File: src/rtl/cache_refill_ctrl.sv
// cache_refill_ctrl: bus-side line refill engine for the BIU cache.
// Streams one line of word reads into the data array, then pulses line_refill.
module cache_refill_ctrl #(
    parameter int ENTRY_NUM = 8,
    parameter int SEL_WIDTH = (ENTRY_NUM > 1) ? $clog2(ENTRY_NUM) : 1,
    parameter int LINE_LSB  = 10
) (
    input  logic                 clk,
    input  logic                 rst,
    input  logic                 line_miss,
    input  logic [31:0]          miss_addr,
    input  logic [SEL_WIDTH-1:0] entry_replace_sel,
    output logic                 line_refill,
    output logic [31:0]          refill_pa,
    output logic                 refill_busy,
    output logic                 refill_err,
    output logic                 bus_req,
    output logic [31:0]          bus_addr,
    input  logic [31:0]          bus_rdata,
    input  logic                 bus_ack,
    input  logic                 bus_err,
    output logic                 line_wr_en,
    output logic [SEL_WIDTH-1:0] line_wr_sel,
    output logic [LINE_LSB-3:0]  line_wr_offset,
    output logic [31:0]          line_wr_data
);

    localparam int CW = LINE_LSB - 2;
    localparam int BW = 32 - LINE_LSB;

    typedef enum logic [1:0] {
        IDLE,
        FILL,
        DONE
    } state_t;

    state_t               state, state_nxt;
    logic [BW-1:0]        base, base_nxt;
    logic [SEL_WIDTH-1:0] victim, victim_nxt;
    logic [CW-1:0]        cnt, cnt_nxt;
    logic                 err_q, err_nxt;

    always_ff @(posedge clk) begin
        if (rst) begin
            state  <= IDLE;
            base   <= '0;
            victim <= '0;
            cnt    <= '0;
            err_q  <= 1'b0;
        end else begin
            state  <= state_nxt;
            base   <= base_nxt;
            victim <= victim_nxt;
            cnt    <= cnt_nxt;
            err_q  <= err_nxt;
        end
    end

    always_comb begin
        state_nxt   = state;
        base_nxt    = base;
        victim_nxt  = victim;
        cnt_nxt     = cnt;
        err_nxt     = 1'b0;
        bus_req     = 1'b0;
        bus_addr    = '0;
        line_refill = 1'b0;
        unique case (state)
            IDLE: begin
                if (line_miss) begin
                    base_nxt   = miss_addr[31:LINE_LSB];
                    victim_nxt = entry_replace_sel;
                    cnt_nxt    = '0;
                    state_nxt  = FILL;
                end
            end
            FILL: begin
                bus_req  = 1'b1;
                bus_addr = {base, cnt, 2'b00};
                // An error beat wins over ack: abort without installing the tag.
                if (bus_err) begin
                    err_nxt   = 1'b1;
                    state_nxt = IDLE;
                end else if (bus_ack) begin
                    cnt_nxt = cnt + CW'(1);
                    if (&cnt) begin
                        state_nxt = DONE;
                    end
                end
            end
            DONE: begin
                line_refill = 1'b1;
                state_nxt   = IDLE;
            end
            default: begin
                state_nxt = IDLE;
            end
        endcase
    end

    assign refill_busy    = (state != IDLE);
    assign refill_err     = err_q;
    assign refill_pa      = {base, {LINE_LSB{1'b0}}};
    assign line_wr_en     = bus_req & bus_ack & ~bus_err;
    assign line_wr_sel    = victim;
    assign line_wr_offset = cnt;
    assign line_wr_data   = bus_rdata;

endmodule

File: config.mk
export PLATFORM = sky130hd
export DESIGN_NAME = cache_refill_ctrl
export DESIGN_NICKNAME = d
export VERILOG_FILES = /design/src/rtl/cache_refill_ctrl.sv
export SDC_FILE = /design/constraint.sdc
export NUM_CORES = 1
export LEC_CHECK = 0
export BUFFER_PORTS_ARGS = -buffer_cell sky130_fd_sc_hd__buf_2
export CAP_MARGIN = 15
export CORE_UTILIZATION = 37
export DETAILED_ROUTE_END_ITERATION = 10
export HOLD_SLACK_MARGIN = 0.03
export PLACE_DENSITY_LB_ADDON = 0.2
export SYNTH_ARGS = -nofsm -noshare
export SYNTH_HDL_FRONTEND = slang
export SYNTH_SLANG_ARGS = --single-unit
File: constraint.sdc
create_clock -name clk -period 1.75 [get_ports clk]
set_input_delay 0 -clock clk [delete_from_list [all_inputs] [get_ports clk]]
set_output_delay 0 -clock clk [all_outputs]
set_load 0.05 [all_outputs]
# Word level (Yosys, flattened, before mapping)
# Cells that the tools add are included.
dict set report totals {
  output_inout_bits 112
  latchBits 0
  ram_bits 0
  input_bits 72
  memories 0
  register_bits 36
  elab_cells 38
  rom_bits 0
}
dict set report classes {
  div 0
  n_addsub 1
  n_mux 13
  n_eq_ne 7
  mul 0
  n_reduce_logical 8
  magnitude_cmp 0
  shift 0
  bitwise 4
}
# operator n
set ops {}
lappend ops {{$mux W32} 1}
lappend ops {{$mux W8} 3}
lappend ops {{$pmux W8 S2} 1}
lappend ops {{$add A8 B1 Y8 const B} 1}
lappend ops {{$mux W2} 4}
lappend ops {{$reduce_and A8 Y1} 1}
lappend ops {{$ne A2 B2 Y1 const B} 3}
lappend ops {{$ne A3 B3 Y1 const B} 2}
lappend ops {{$pmux W2 S2} 1}
lappend ops {{$reduce_and A4 Y1} 1}
lappend ops {{$reduce_bool A2 Y1} 2}
lappend ops {{$mux W1} 3}
lappend ops {{$reduce_and A3 Y1} 1}
lappend ops {{$and A1 B1 Y1} 2}
lappend ops {{$eq A2 B1 Y1 const B} 1}
lappend ops {{$eq A2 B2 Y1 const B} 1}
lappend ops {{$logic_not A2 Y1} 1}
lappend ops {{$not A1 Y1} 2}
lappend ops {{$reduce_and A2 Y1} 1}
lappend ops {{$reduce_or A2 Y1} 1}

# Depth between registers and ports, before layout
# Gate-level depths: netlist of the first run.
dict set report logic_depth {
  word_depth 5
  depth_mapped 5
  ltp_nobuf 4
}

# Worst setup path before layout of the first run
# OpenSTA, ideal clock, no wires.
dict set report synth_path {
  path_type {register -> register}
  startpoint {register cnt[0], in the netlist line_wr_offset[0]}
  endpoint {register cnt[6], in the netlist line_wr_offset[6]}
  setup_time_ps 72
  stages_incl_launch_ff 5
  required_time_ps 1678
  path_slack_ps -58
  path_buffers 0
  synth_period_minus_slack_ps 1808
  arrival_time_ps 1737
  path_cell_list {dfxtp_1 > ha_1 > nand4_1 > a2111oi_2 > mux2i_1}
}
dict set report synth_via {
  elab_chain_len 4
}
# item line
set synth_rtl {}
lappend synth_rtl {{from (decl)} 40} ;# logic [CW-1:0] cnt, cnt_nxt;
lappend synth_rtl {{from (signal assigned)} 54} ;# cnt <= cnt_nxt;
lappend synth_rtl {{$add A8 B1 Y8} 85} ;# cnt_nxt = cnt + CW'(1);
lappend synth_rtl {{$mux W8} 84} ;# end else if (bus_ack) begin
lappend synth_rtl {{$mux W8} 81} ;# if (bus_err) begin
lappend synth_rtl {{$pmux W8 S2} 68} ;# unique case (state)
# Every way passes these cells. The select of a mux whose other input is x is not followed.
# A chain may end at the register's enable or synchronous reset.

# Worst setup path after layout of the first run
dict set report layout_path {
  startpoint {register state[1]}
  endpoint {output bus_addr[15]}
}
dict set report layout_via {
  elab_chain_len 2
}
# item line
set layout_rtl {}
lappend layout_rtl {{from (decl)} 37} ;# state_t state, state_nxt;
lappend layout_rtl {{from (signal assigned)} 51} ;# state <= state_nxt;
lappend layout_rtl {{$eq A2 B1 Y1} 68}
lappend layout_rtl {{$mux W32} 68}
lappend layout_rtl {{to (decl)} 18} ;# output logic [31:0] bus_addr,
# Every way passes these cells.

==> reports/qor.csv, run 1 <==
stage;metric;value;unit
placement;post-DP HPWL;3.29;mm
clock_tree;CTS-repair resized insts;0;
sta;f_max;614;MHz
clock_tree;clk slew on worst S/H paths;0.07;ns
yosys;Synth Flop Type;dfxtp_1;
grt;first-pass GRT wire length;7.62;mm
finish;final core utilization;0.575;
power_and_ir_drop;Leak;1.44;nW
clock_tree;Clk Tree Root Cell;clkbuf_8;
routing;vias per inst;4.59;
clock_tree;CTS max path bufs;2;
routing;DR iter-0 viols;36;
placement;routability cong.;0.746;
clock_tree;postcts setup bufs;0;
setup_path;buffers plus inverters on the worst setup path;2;
grt;largest net degree at the start of global routing;24;
setup_path;critical path capture point type;output port;
finish;final instance area;2980;µm²
power_and_ir_drop;Final Power;2.22;mW
finish;# diodes;0;
finish;share of layout cells above drive strength 1;0.323;
setup_path;Crit-path slowest cell;dfxtp_1;
floorplanning;CORE AREA;5170;µm²
yosys;Seq cells post-synth;36;
floorplanning;Starting Density;0.389;
finish;Non-Filler Instances;445;
setup_path;max incr delay on CP;0.52;ns
grt;antenna violations before repair;0;
sta;min cycle time layout;1.63;ns
yosys;Syn Inst Count;252;
sta;Period Utilization, post-route;0.930;
power_and_ir_drop;pwr dens;747;nW/µm²
placement;Cell Area, Placed;2290;µm²
clock_tree;Num CTS Buffers;5;
setup_path;Worst Setup Start Kind;register;
floorplanning;Die Span Y;75.7;µm
outcome;status;finished, final reports clean;
routing;routed via count;2041;
setup_path;data required time of the worst path;1.75;ns
sta;Slew Limit Fails;0;
sta;final hold vios;0;
sta;# setup viols final;0;
finish;area grow syn2layout;48.0;%
finish;most frequent cells in the layout;97 x buf_2, 59 x dlygate4sd3_1, 55 x nand2_1;
clock_tree;cts hold-fix bufs;59;
power_and_ir_drop;peak supply drop;0.467;mV
clock_tree;clk sink count;36;
grt;GRT Util Overall;0.177;
min_path;Min-Delay Path Class;in -> reg;
floorplanning;Row Count;26;
routing;Detailed Routing Iterations Pass 1;4;
sta;Rel. slew slack;0.658;
setup_path;Top delay family on crit path;flip-flops;
setup_path;CP cell instances;and2b_1, buf_4, and2_1, buf_2;
floorplanning;die span in x;75.7;µm
sta;final setup TNS;0;ns
sta;worst slew pin tran;0.511;ns
yosys;post-synthesis sequential area ratio;0.358;
finish;most common cell after layout, fill and taps aside;buf_2;
setup_path;crit-path max FO;20;
placement;pre-CTS setup slack;0.268;ns
routing;DRT antenna net count;0;
yosys;asr flop ratio synth;0;
yosys;EDFF count, synth;0;
setup_path;Crit Path Category;reg -> out;
clock_tree;worst skew pair latency;0.28;ns
routing;post-DR wirelength/cell;11.5;µm
floorplanning;I/O pins;184;
grt;vias in the first global route;1696;
sta;WHS;0.155;ns
floorplanning;die area;5730;µm²
yosys;Distinct cells, synth;31;
routing;WL final;5.13;mm
routing;Residual DRC;0;
sta;unrepaired setup endpoints after global routing;no;
sta;Worst Slack Setup Final;0.122;ns
placement;Buffers on Ports;97;
setup_path;critical path arrival;1.63;ns
yosys;synthesized cell area;2010;µm²
job;Max Cap Viol;0;
yosys;Mean Syn Cell Area;7.98;µm²
placement;Inst Count DP;379;
clock_tree;CTS tree;built;
grt;grt total ovfl;0;
sta;final clock skew;0.00713;ns
finish;nets@finish;448;
yosys;synth warn;0;
clock_tree;H-tree Lvls;2;
[kinds of logic after synthesis]
| logic type | Yosys count | share of synthesized area |
|---|---|---|
| AOI/OAI and AO/OA | 36 | 0.114 |
| adders and majority gates | 1 | 0.00622 |
| buffers and inverters | 61 | 0.203 |
| DFF | 36 | 0.358 |
| muxes | 5 | 0.0249 |
| other | 1 | 0.00187 |
| and+or+nand+nor | 112 | 0.291 |
[synth_stat cells, drive strengths merged, types with 2 or more instances]
cell / number / area, µm²
nand3: 5 / 25.0
dfxtp: 36 / 721
or3: 5 / 31.3
nand4: 2 / 12.5
nand2: 55 / 206
buf: 52 / 375
nand2b: 2 / 12.5
a21oi: 29 / 145
and2: 30 / 188
a2111oi: 4 / 60.1
mux2i: 5 / 50.1
inv: 3 / 11.3
nand3b: 3 / 26.3
clkbuf: 6 / 22.5
[final timing paths]
kind / from / slack (ns) / cells after the start / end
worst max register to register: state[0]$_SDFFE_PP0P_ / 0.27 / 3 / line_wr_offset[4]$_SDFFE_PP0P_
worst min register to register: line_wr_sel[2]$_SDFFE_PP0P_ / 0.45 / 2 / line_wr_sel[2]$_SDFFE_PP0P_
worst min-delay path: rst / 0.16 / 2 / line_wr_offset[1]$_SDFFE_PP0P_
worst max-delay path: state[1]$_SDFFE_PP0P_ / 0.12 / 4 / bus_addr[15]
[routing by layer]
metal	up-vias	wire, µm	GRT usage
met4	0	50	0.0556
met3	5	258	0.0397
li1	1016	-	-
met2	91	2660	0.320
met1	929	2160	0.208
met5	-	0	0
[flip-flops by register name, indices dropped and copies added (netlist names)]
signal,count
line_wr_sel,3
line_wr_offset,8
state,2
base,22
refill_err,1
[cell type report]
| cell class | count | area [µm²] |
|---|---|---|
| Timing Repair Buffer | 163 | 1130 |
| Sequential cell | 36 | 723 |
| Inverter | 3 | 11.3 |
| Clock buffer | 7 | 96.3 |
| Multi-Input combinational cell | 166 | 928 |
| Fill cell | 483 | 2200 |
| Tap cell | 70 | 87.6 |
[where the power goes]
part / total, mW / switching (mW) / internal, mW
Clock: 0.620 / 0.269 / 0.350
Combinational: 0.721 / 0.519 / 0.202
Sequential: 0.884 / 0.0267 / 0.857
Total: 2.22 / 0.815 / 1.41
Power figures use the tool's default switching activity.
==> run 2, diff against run 1 <==
--- a/config.mk
+++ b/config.mk
@@ -10,7 +10,7 @@
 export CORE_UTILIZATION = 37
 export DETAILED_ROUTE_END_ITERATION = 10
 export HOLD_SLACK_MARGIN = 0.03
-export PLACE_DENSITY_LB_ADDON = 0.2
+export PLACE_DENSITY = 0.8
 export SYNTH_ARGS = -nofsm -noshare
 export SYNTH_HDL_FRONTEND = slang
 export SYNTH_SLANG_ARGS = --single-unit
==> constraint.sdc (replaced) <==
create_clock -name clk -period 1.8 [get_ports clk]
set_input_delay 0 -clock clk [delete_from_list [all_inputs] [get_ports clk]]
set_output_delay 0 -clock clk [all_outputs]
set_load 0.05 [all_outputs]
==> reports/qor.csv, run 2 (synthesis gave the netlist of run 1 again) <==
stage;metric;value;unit;change
outcome;status;finished, final reports clean;;
setup_path;Worst Setup Start Kind;register;;
finish;max reg flops;22;;unchanged
grt;GRT Util Overall;0.192;;+0.0147
power_and_ir_drop;pwr dens;733;nW/µm²;-1.9%
sta;final hold vios;0;;unchanged
finish;nets@finish;445;;-0.67%
finish;# diodes;0;;unchanged
power_and_ir_drop;clock power share;0.279;;about the same
setup_path;crit-path max FO;19;;-5.0%
clock_tree;CTS max path bufs;2;;unchanged
placement;Buffers on Ports;97;;unchanged
finish;area grow syn2layout;46.7;%;
sta;f_max;608;MHz;
floorplanning;die span in x;75.7;µm;unchanged
clock_tree;Num CTS Buffers;5;;unchanged
setup_path;Crit Path Category;reg -> out;;
placement;post-DP HPWL;3.23;mm;-1.9%
power_and_ir_drop;Net Sw Power;0.798;mW;-2.1%
routing;routed via count;2054;;+0.64%
routing;vias per inst;4.65;;+1.3%
clock_tree;CTS tree;built;;
min_path;Min-Delay Path Class;in -> reg;;
placement;Inst Count DP;377;;-0.53%
sta;# setup viols final;0;;unchanged
setup_path;data required time of the worst path;1.80;ns;+0.05 ns
finish;Non-Filler Instances;442;;-0.67%
finish;share of layout cells above drive strength 1;0.320;;-0.00277
grt;first-pass GRT wire length;8.18;mm;+7.3%
sta;Period Utilization, post-route;0.913;;
floorplanning;I/O pins;184;;unchanged
routing;DRT antenna net count;0;;unchanged
floorplanning;Die Span Y;75.7;µm;unchanged
clock_tree;clk slew on worst S/H paths;0.07;ns;about the same
finish;Layout fillers;473;;-2.1%
routing;post-DR wirelength/cell;12.4;µm;+7.5%
floorplanning;Row Count;26;;unchanged
clock_tree;clk sink count;36;;unchanged
grt;vias in the first global route;1725;;+1.7%
power_and_ir_drop;Final Power;2.16;mW;-2.7%
finish;most common cell after layout, fill and taps aside;buf_2;;
setup_path;critical path capture point type;output port;;
sta;Rel. slew slack;0.550;;-0.108
power_and_ir_drop;sequential power share;0.397;;about the same
floorplanning;CORE AREA;5170;µm²;unchanged
power_and_ir_drop;peak supply drop;0.428;mV;-8.5%
floorplanning;Starting Density;0.389;;unchanged
power_and_ir_drop;Leak;1.43;nW;-0.95%
floorplanning;die area;5730;µm²;unchanged
power_and_ir_drop;Comb pwr share;0.323;;about the same
clock_tree;postcts setup bufs;0;;unchanged
routing;Detailed Routing Iterations Pass 1;4;;unchanged
sta;final setup TNS;0;ns;unchanged
clock_tree;H-tree Lvls;2;;unchanged
power_and_ir_drop;Internal;1.37;mW;-3.1%
clock_tree;worst skew pair latency;0.28;ns;about the same
sta;final clock skew;0.00123;ns;-0.00590 ns
routing;WL final;5.48;mm;+6.8%
clock_tree;CTS-repair resized insts;0;;unchanged
finish;Most flops, register;base;;
power_and_ir_drop;sw frac;0.369;;+0.00249
routing;DR iter-0 viols;130;;+260%
sta;unrepaired setup endpoints after global routing;no;;
finish;most frequent cells in the layout;97 x buf_2, 58 x dlygate4sd3_1, 55 x nand2_1;;
sta;min cycle time layout;1.64;ns;
grt;antenna violations before repair;0;;unchanged
grt;largest net degree at the start of global routing;38;;+58%
job;Max Cap Viol;0;;unchanged
clock_tree;Clk Tree Root Cell;clkbuf_8;;
sta;Slew Limit Fails;0;;unchanged
placement;routability cong.;0.842;;+13%
sta;worst slew pin tran;0.674;ns;+0.163 ns
grt;grt total ovfl;0;;unchanged
routing;Residual DRC;0;;unchanged
setup_path;critical path arrival;1.64;ns;about the same
## run 2: changes by cell type in the layout (fill, tap and decap cells not counted)
cell,delta
buf_4,-2
dlygate4sd3_1,-1
## run 2: through the flow
| stage | instance area [µm²] | util | setup slack (ns) | hold WS (ns) |
|---|---|---|---|---|
| finish | 2950 | 0.570 | 0.156 | 0.0439 |
| detailed placement | 2270 | 0.440 | 0.302 | 0.000341 |
| global route | 2950 | 0.570 | 0.0546 | 0.0600 |
| global placement | 2270 | 0.440 | 0.343 | 0.000341 |
| floorplan | 2050 | - | 0.0497 | 0.136 |
| CTS | 2950 | 0.570 | 0.167 | 0.0313 |
## run 2: critical path, cell delays in order, from the launching register on
cell and delay [ns]:
dfxtp_1 0.54, and2b_1 0.25, buf_4 0.19, and2_1 0.18, buf_2 0.21
## run 2: path summary, 6_finish.rpt
path	slack, ns	cells after the start	from	end
max	0.16	4	state[1]$_SDFFE_PP0P_	bus_addr[20]
max reg2reg	0.29	4	line_wr_offset[0]$_SDFFE_PP0P_	line_wr_offset[6]$_SDFFE_PP0P_
min	0.04	3	bus_ack	state[1]$_SDFFE_PP0P_
min reg2reg	0.46	2	line_wr_sel[2]$_SDFFE_PP0P_	line_wr_sel[2]$_SDFFE_PP0P_
## run 2: metal layers
| metal | part of all wire | up-vias | wire length (µm) | track usage |
|---|---|---|---|---|
| met3 | 0.064 | 9 | 350 | 0.0489 |
| li1 | - | 1006 | - | - |
| met1 | 0.37 | 934 | 2040 | 0.216 |
| met5 | 0 | - | 0 | 0 |
| met4 | 0.016 | 0 | 85 | 0.0597 |
| met2 | 0.55 | 105 | 3000 | 0.354 |
## run 2: power groups by stage
stage | Sequential [mW] | Clock [mW] | Combinational (mW)
2_1_floorplan | 0.993 | 0 | 0.442
3_3_place_gp | 0.875 | 0 | 0.454
3_5_place_dp | 0.877 | 0 | 0.458
4_1_cts | 0.859 | 0.636 | 0.696
5_1_grt | 0.864 | 0.680 | 0.741
6_report | 0.859 | 0.604 | 0.700
## run 2: cell type report
cell class,count,area (µm²),area share
Timing Repair Buffer,160,1100,0.374
Multi-Input combinational cell,166,928,0.315
Sequential cell,36,723,0.245
Clock buffer,7,96.3,0.0327
Tap cell,70,87.6,0.0297
Inverter,3,11.3,0.00382
## run 2: repair_timing
item | in CTS | in global routing
hold buffers | 58 | 0
endpoints found under the setup margin | 0 | 0
endpoints found under the hold margin | 59 | 0
